[src/rtl/pipe_pkg.sv]
// rtl/pipe_pkg.sv - shared state encoding and constants for the pipeline hazard controller
package pipe_pkg;

  typedef enum logic [1:0] {
    ST_INIT     = 2'd0,
    ST_RUN      = 2'd1,
    ST_MEM_WAIT = 2'd2
  } state_e;

  localparam int REG_W    = 5;
  localparam int REG_ZERO = 0;
  localparam int INIT_CNT_W = 4;

endpackage

[src/rtl/pipe_hazard_ctrl_sat_counter.sv]
// rtl/pipe_hazard_ctrl_sat_counter.sv - saturating event counter with synchronous clear
module sat_counter #(
  parameter int W = 16
) (
  input  logic         clk_i,
  input  logic         clear_i,
  input  logic         inc_i,
  output logic [W-1:0] cnt_o
);

  logic [W-1:0] cnt_q;
  logic [W-1:0] cnt_d;

  always_comb begin
    cnt_d = cnt_q;
    if (inc_i && (cnt_q != {W{1'b1}})) begin
      cnt_d = cnt_q + W'(1);
    end
  end

  always_ff @(posedge clk_i) begin
    if (clear_i) begin
      cnt_q <= '0;
    end else begin
      cnt_q <= cnt_d;
    end
  end

  assign cnt_o = cnt_q;

endmodule

[src/rtl/pipe_hazard_ctrl.sv]
// rtl/pipe_hazard_ctrl.sv - stall/flush sequencer for the 5-stage pipeline registers and PC
module pipe_hazard_ctrl #(
  parameter int INIT_BUBBLES = 2,
  parameter int CNT_W        = 16,
  parameter int REG_W        = pipe_pkg::REG_W
) (
  input  logic             Clk,
  input  logic             Rst,
  input  logic [REG_W-1:0] id_rs,
  input  logic [REG_W-1:0] id_rt,
  input  logic             id_uses_rt,
  input  logic [REG_W-1:0] ex_rd,
  input  logic             ex_mem_read,
  input  logic             ex_branch_taken,
  input  logic             mem_busy,
  output logic             pc_en,
  output logic             ifid_en,
  output logic             ifid_flush,
  output logic             idex_en,
  output logic             idex_flush,
  output logic             exmem_en,
  output logic             exmem_flush,
  output logic             memwb_en,
  output logic [CNT_W-1:0] stall_cnt,
  output logic [CNT_W-1:0] flush_cnt,
  output logic             busy_init
);
  import pipe_pkg::*;

  localparam logic [INIT_CNT_W-1:0] INIT_LOAD = INIT_CNT_W'(INIT_BUBBLES - 1);

  state_e                  state_q, state_d;
  logic [INIT_CNT_W-1:0]   init_cnt_q, init_cnt_d;
  logic                    load_use;
  logic                    stall_inc;
  logic                    flush_inc;

  assign load_use = ex_mem_read && (ex_rd != REG_W'(REG_ZERO)) &&
                    ((ex_rd == id_rs) || (id_uses_rt && (ex_rd == id_rt)));

  always_comb begin
    state_d     = state_q;
    init_cnt_d  = init_cnt_q;
    pc_en       = 1'b1;
    ifid_en     = 1'b1;
    ifid_flush  = 1'b0;
    idex_en     = 1'b1;
    idex_flush  = 1'b0;
    exmem_en    = 1'b1;
    exmem_flush = 1'b0;
    memwb_en    = 1'b1;
    busy_init   = 1'b0;
    stall_inc   = 1'b0;
    flush_inc   = 1'b0;
    case (state_q)
      // A MEM_WAIT cycle with memory still busy is the same as RUN's top
      // priority case, so both states share one evaluation.
      ST_RUN, ST_MEM_WAIT: begin
        if (mem_busy) begin
          pc_en     = 1'b0;
          ifid_en   = 1'b0;
          idex_en   = 1'b0;
          exmem_en  = 1'b0;
          memwb_en  = 1'b0;
          stall_inc = 1'b1;
          state_d   = ST_MEM_WAIT;
        end else begin
          state_d = ST_RUN;
          if (ex_branch_taken) begin
            ifid_flush = 1'b1;
            idex_flush = 1'b1;
            flush_inc  = 1'b1;
          end else if (load_use) begin
            pc_en      = 1'b0;
            ifid_en    = 1'b0;
            idex_flush = 1'b1;
            stall_inc  = 1'b1;
          end
        end
      end
      ST_INIT: begin
        pc_en       = 1'b0;
        ifid_flush  = 1'b1;
        idex_flush  = 1'b1;
        exmem_flush = 1'b1;
        busy_init   = 1'b1;
        if (init_cnt_q == '0) begin
          state_d = ST_RUN;
        end else begin
          init_cnt_d = init_cnt_q - INIT_CNT_W'(1);
        end
      end
      default: begin
        pc_en       = 1'b0;
        ifid_flush  = 1'b1;
        idex_flush  = 1'b1;
        exmem_flush = 1'b1;
        busy_init   = 1'b1;
        state_d     = ST_INIT;
        init_cnt_d  = INIT_LOAD;
      end
    endcase
  end

  always_ff @(posedge Clk) begin
    if (Rst) begin
      state_q    <= ST_INIT;
      init_cnt_q <= INIT_LOAD;
    end else begin
      state_q    <= state_d;
      init_cnt_q <= init_cnt_d;
    end
  end

  sat_counter #(.W(CNT_W)) u_stall_cnt (
    .clk_i   (Clk),
    .clear_i (Rst),
    .inc_i   (stall_inc),
    .cnt_o   (stall_cnt)
  );

  sat_counter #(.W(CNT_W)) u_flush_cnt (
    .clk_i   (Clk),
    .clear_i (Rst),
    .inc_i   (flush_inc),
    .cnt_o   (flush_cnt)
  );

endmodule
[config.mk]
export PLATFORM = sky130hd
export DESIGN_NAME = pipe_hazard_ctrl
export DESIGN_NICKNAME = d
export VERILOG_FILES = /design/src/rtl/pipe_pkg.sv /design/src/rtl/pipe_hazard_ctrl_sat_counter.sv /design/src/rtl/pipe_hazard_ctrl.sv
export SDC_FILE = /design/constraint.sdc
export NUM_CORES = 1
export LEC_CHECK = 0
export CAP_MARGIN = 20
export CORE_ASPECT_RATIO = 1.4
export CORE_MARGIN = 2
export CORE_UTILIZATION = 47
export DETAILED_ROUTE_END_ITERATION = 8
export PLACE_DENSITY = 0.79
export SKIP_CTS_REPAIR_TIMING = 1
export SYNTH_ARGS = -nofsm -noshare
export SYNTH_HDL_FRONTEND = slang
export SYNTH_SLANG_ARGS = --single-unit
[constraint.sdc]
create_clock -name Clk -period 3.2 [get_ports Clk]
set_input_delay 0.96 -clock Clk [delete_from_list [all_inputs] [get_ports Clk]]
set_output_delay 0.96 -clock Clk [all_outputs]
set_load 0.01 [all_outputs]
### Yosys cells after proc, flatten, opt, wreduce, memory -nomap -nowiden

Cells that the tools add are included.

| storage, ports and cells | value |
|---|---|
| word-level logic and storage cells | 51 |
| register bits | 38 |
| bits in latches | 0 |
| memories | 0 |
| RAM bits | 0 |
| bits in read-only memories | 0 |

| operators by class | value |
|---|---|
| bitwise operators | 1 |
| multiply operators | 0 |
| shifts and indexed selects | 0 |
| add/subtract/negate cells | 3 |
| magnitude comparators | 0 |
| reduce and logical (&&, ||, !) cells | 11 |
| equality and inequality tests | 8 |
| mux-type cells | 24 |
| div/mod/pow operators | 0 |

Operators by type and width:

| kind | number |
|---|---|
| $add A16 B1 Y16 const B | 2 |
| $ne A16 B16 Y1 const B | 2 |
| $mux W1 | 19 |
| $eq A5 B5 Y1 | 2 |
| $pmux W4 S2 | 1 |
| $logic_and A1 B1 Y1 | 5 |
| $reduce_bool A5 Y1 | 1 |
| $logic_not A4 Y1 | 1 |
| $mux W2 | 2 |
| $mux W4 | 1 |
| $ne A2 B2 Y1 const B | 2 |
| $pmux W2 S2 | 1 |
| $sub A4 B1 Y4 const B | 1 |
| $eq A2 B1 Y1 const B | 1 |
| $eq A2 B2 Y1 const B | 1 |
| $logic_not A2 Y1 | 1 |
| $reduce_and A2 Y1 | 1 |
| $reduce_or A2 Y1 | 1 |
| $logic_or A1 B1 Y1 | 1 |
| $not A1 Y1 | 1 |

### Depth between registers and ports, before layout

Gate-level depths: netlist of run 1.

| depth | value |
|---|---|
| depth after elaboration | 9 |
| depth in mapped cells | 10 |
| gate-level depth less buffers | 8 |

### Cells and area by module

From an unflattened synthesis of run 1, not the netlist that was laid out.

| second synthesis, totals | value |
|---|---|
| cell total of the unflattened synthesis | 266 |
| area, all modules | 2243.4 um^2 |

By module, submodules not included:

| module | area each (um^2) | cells each | times used |
|---|---|---|---|
| sat_counter | 848.3 | 99 | 2 |
| pipe_hazard_ctrl | 546.8 | 68 | 1 |

### Least setup slack after synthesis of run 1

OpenSTA, ideal clock, no wires.

| path | value |
|---|---|
| path kind | input to output |
| from | input ex_rd[1] |
| to | output ifid_en |
| required time | 2.240 ns |
| setup slack | 0.289 ns |
| cell stages on the path | 3 |
| arrival time | 1.951 ns |
| cell sequence | or4_1 o21a_1 a32oi_1 |

| between the ends | value |
|---|---|
| longest elaborated chain between the ends | 8 |

RTL lines:

| element | RTL line | text |
|---|---|---|
| start: declaration | pipe_hazard_ctrl.sv:12 | `input logic [REG_W-1:0] ex_rd,` |
| $eq A5 B5 Y1 | pipe_hazard_ctrl.sv:39 | `((ex_rd == id_rs) \|\| (id_uses_rt && (ex_rd == id_rt)));` |
| $logic_and A1 B1 Y1 | pipe_hazard_ctrl.sv:39 |  |
| $logic_or A1 B1 Y1 | pipe_hazard_ctrl.sv:39 |  |
| $logic_and A1 B1 Y1 * | pipe_hazard_ctrl.sv:38 | `assign load_use = ex_mem_read && (ex_rd != REG_W'(REG_ZERO)) &&` |
| $mux W1 * | pipe_hazard_ctrl.sv:73 | `end else if (load_use) begin` |
| $mux W1 * | pipe_hazard_ctrl.sv:69 | `if (ex_branch_taken) begin` |
| $mux W1 * | pipe_hazard_ctrl.sv:59 | `if (mem_busy) begin` |
| $mux W1 * | pipe_hazard_ctrl.sv:55 | `case (state_q)` |
| end: declaration | pipe_hazard_ctrl.sv:17 | `output logic ifid_en,` |

Mark *: on every way between the ends. The rest lies on a longest branch, timed or not.

### Final worst setup path of run 1

Same ends and word-level chain as after synthesis.

==> flow_summary_export.csv, run 1 <==
group,metric,value,unit
run_status,status,"complete, no violations",
cts,cts_buffers,5,
global_routing,track_usage,0.202,
timing,hold_viol,0,
worst_hold_path,hold_class,"flop to flop",
cts,cts_tree,"built",
finish,nets,344,
route,drt-pass1-iter-count,4,
route,wirelength,5.05,mm
finish,diodes,0,
finish,layout.cells.most_common_list,"clkdlybuf4s50_1 (39), dfxtp_1 (38), nor2_1 (29)",
timing,final_max_slew_viol_count,0,
route,dr_wl_met2,2.64,mm
floorplanning,num_rows,29,
job,cap_violations,0,
route,drc,0,
synthesis,synth_cells,248,
cts,cts-htree-levels,2,
timing,tightest_slew,0.441,ns
synthesis,syn_avg_cell_area,8.60,um^2
cts,clk_pin_slew,0.07,ns
floorplanning,die_x,60.9,um
synthesis,mappedNetlistArea,2130,um^2
route,wl_met1,2.01,mm
critical_path,crit_chain,"dlymetal6s2s_1 -> or4_4 -> o21a_4 -> a32oi_1 -> buf_2",
timing,relSlewSlack,0.705,
synthesis,synthesis.nets,275,
synthesis,synth_area_leaders,"dfxtp_1 (36%), xnor2_1 (5.3%), xor2_1 (5.3%)",
floorplanning,start_util,0.478,
cts,cts_buffer_depth,2,
global_routing,antenna_found_initial,0,
global_routing,overflow,0,
place,portBuffers,61,
place,hpwl,3.75,mm
finish,fillCellCount,385,
timing,post-route-min-period,3.12,ns
finish,syn2layout_area_growth,39.2,%
timing,fin_skew,0.00232,ns
global_routing,grt_max_degree,29,
route,routed.top_layer,"met4",
critical_path,cp_slowest_cell,"or4_4",
route,route.met3.wl,305,um
critical_path,path_class,"primary input to output pin",
floorplanning,coreArea,4460,um^2
finish,final_cell_area,2970,um^2
finish,final_common_cell,"clkdlybuf4s50_1",
timing,setup_ws,0.0753,ns
cts,clock_sinks,38,
timing,fmax,320,MHz
pwr,peakVddDrop,0.295,mV
route,drt.antenna.violating_nets,0,
place,place_area,2830,um^2
floorplanning,pin_count,62,
synthesis,synth_cell_type_count,48,
cts,cts-root-buf,"clkbuf_8",
synthesis,async_reset_ff_frac,0,
route,avgViaCountPerCell,5.38,
timing,setup_tns,0,ns
synthesis,synth_seq_area_share,0.357,
critical_path,path_max_fanout,3,
critical_path,critPathMaxStageDelay,0.49,ns
route,vias,2032,
timing,setup_violations,0,
place,place_ws,-0.681,ns
synthesis,synth_edf_count,0,
timing,finalCritPeriodShare,0.976,
synthesis,synth_ff_type,"dfxtp_1",
global_routing,grt_pass1_wl,8.00,mm
critical_path,crit_arrival,2.16,ns
pwr,p_leak,1.20,nW
synthesis,yosys.area.top_type,"dfxtp_1",
finish,drive_gt1_frac,0.146,
floorplanning,fp.dieArea,5100,um^2
route,drt_iter0_drc,48,
cts,worstSkewPairLatency,0.28,ns
synthesis,ys_ff_latch,38,
place,gp_congestion,0.758,
route,wl_per_cell,13.4,um
synthesis,synth_top_area_frac,0.357,
floorplanning,die-height,83.7,um
critical_path,cp.required,2.24,ns
synthesis,yosysWarnings,0,
critical_path,critPathCaptureType,"output pin",
global_routing,first_global_vias,1886,
critical_path,startpoint_type,"primary input",
pwr,p_per_area,438,nW/um^2
finish,final_core_util,0.666,
-- metal layers --
metal  up-vias  track usage
met3         8       0.0512
li1       1018            -
met2        55        0.359
met1       951        0.221
met5         -            0
met4         0       0.0711
-- registers in the layout, indices dropped and copies added, names as in the netlist --
name	cells
u_flush_cnt.cnt_o	16
u_stall_cnt.cnt_o	16
init_cnt_q	4
state_q	2
-- synth_stat cells, drive strengths merged (2+ instances only) --
cell,number
and3,6
o31a,2
and4,7
a21oi,18
nand3,14
nand2,20
nor2b,4
xor2,13
dfxtp,38
xnor2,13
a31oi,3
o31ai,5
nor2,29
o21ai,11
nand4,5
clkbuf,2
mux2i,2
o21a,3
or4,6
nor4,2
or3,7
nor3,3
inv,8
buf,8
ha,6
-- where the power goes --
part,internal [mW],switching [mW],total (mW),leakage [nW]
combinational,0.211,0.219,0.430,0.851
clock,0.166,0.157,0.323,0.0431
sequential,0.509,0.0397,0.549,0.307
total,0.886,0.415,1.30,1.20
-- cells by family (layout without fill, tap and decap cells) --
family	count (synthesis)	in the layout	synth area share
xor gates and xnor gates	26	26	0.107
DFF	38	38	0.357
and+or+nand+nor	108	108	0.271
adders and majority gates	6	6	0.0352
muxes	3	3	0.0164
AOI/OAI and AO/OA	48	48	0.157
buffers and inverters	19	87	0.0569
-- layout make-up --
cell class / instances / area, um^2 / area share
Sequential cell: 38 / 761 / 0.256
Clock buffer: 6 / 82.6 / 0.0278
Inverter: 8 / 30.0 / 0.0101
Multi-Input combinational cell: 191 / 1290 / 0.434
Tap cell: 62 / 77.6 / 0.0261
Timing Repair Buffer: 73 / 731 / 0.246
-- metrics by stage --
step,power [mW],hold WS (ns),cells
floorplan,0.845,0.463,248
global placement,0.990,0.483,371
detailed placement,0.996,0.489,371
CTS,1.32,0.501,377
global route,1.38,0.550,378
finish,1.30,0.503,378
-- critical path: cells and delay by family --
family                 cells  cell delay, ns
and+or+nand+nor            1            0.49
AOI/OAI and AO/OA          2            0.42
buffers and inverters      2            0.30
-- path summary, 6_finish.rpt --
kind | endpoint | depth (start not counted) | slack (ns) | start
setup / recovery | ifid_en | 5 | 0.08 | ex_rd[1]
setup reg to reg | u_stall_cnt.cnt_o[15]$_SDFFE_PP0P_ | 9 | 0.80 | state_q[0]$_SDFFE_PP0P_
hold / removal | u_stall_cnt.cnt_o[15]$_SDFFE_PP0P_ | 2 | 0.50 | u_stall_cnt.cnt_o[15]$_SDFFE_PP0P_
hold reg to reg | u_stall_cnt.cnt_o[15]$_SDFFE_PP0P_ | 2 | 0.50 | u_stall_cnt.cnt_o[15]$_SDFFE_PP0P_
(Power assumes the default switching activity.)
==> inputs of run 2 (changes only) <==
--- a/config.mk
+++ b/config.mk
@@ -5,7 +5,6 @@
 export SDC_FILE = /design/constraint.sdc
 export NUM_CORES = 1
 export LEC_CHECK = 0
-export CAP_MARGIN = 20
 export CORE_ASPECT_RATIO = 1.4
 export CORE_MARGIN = 2
 export CORE_UTILIZATION = 47
==> results of run 2 <==
The final DEF is identical to that of run 1; final timing and power are the same.
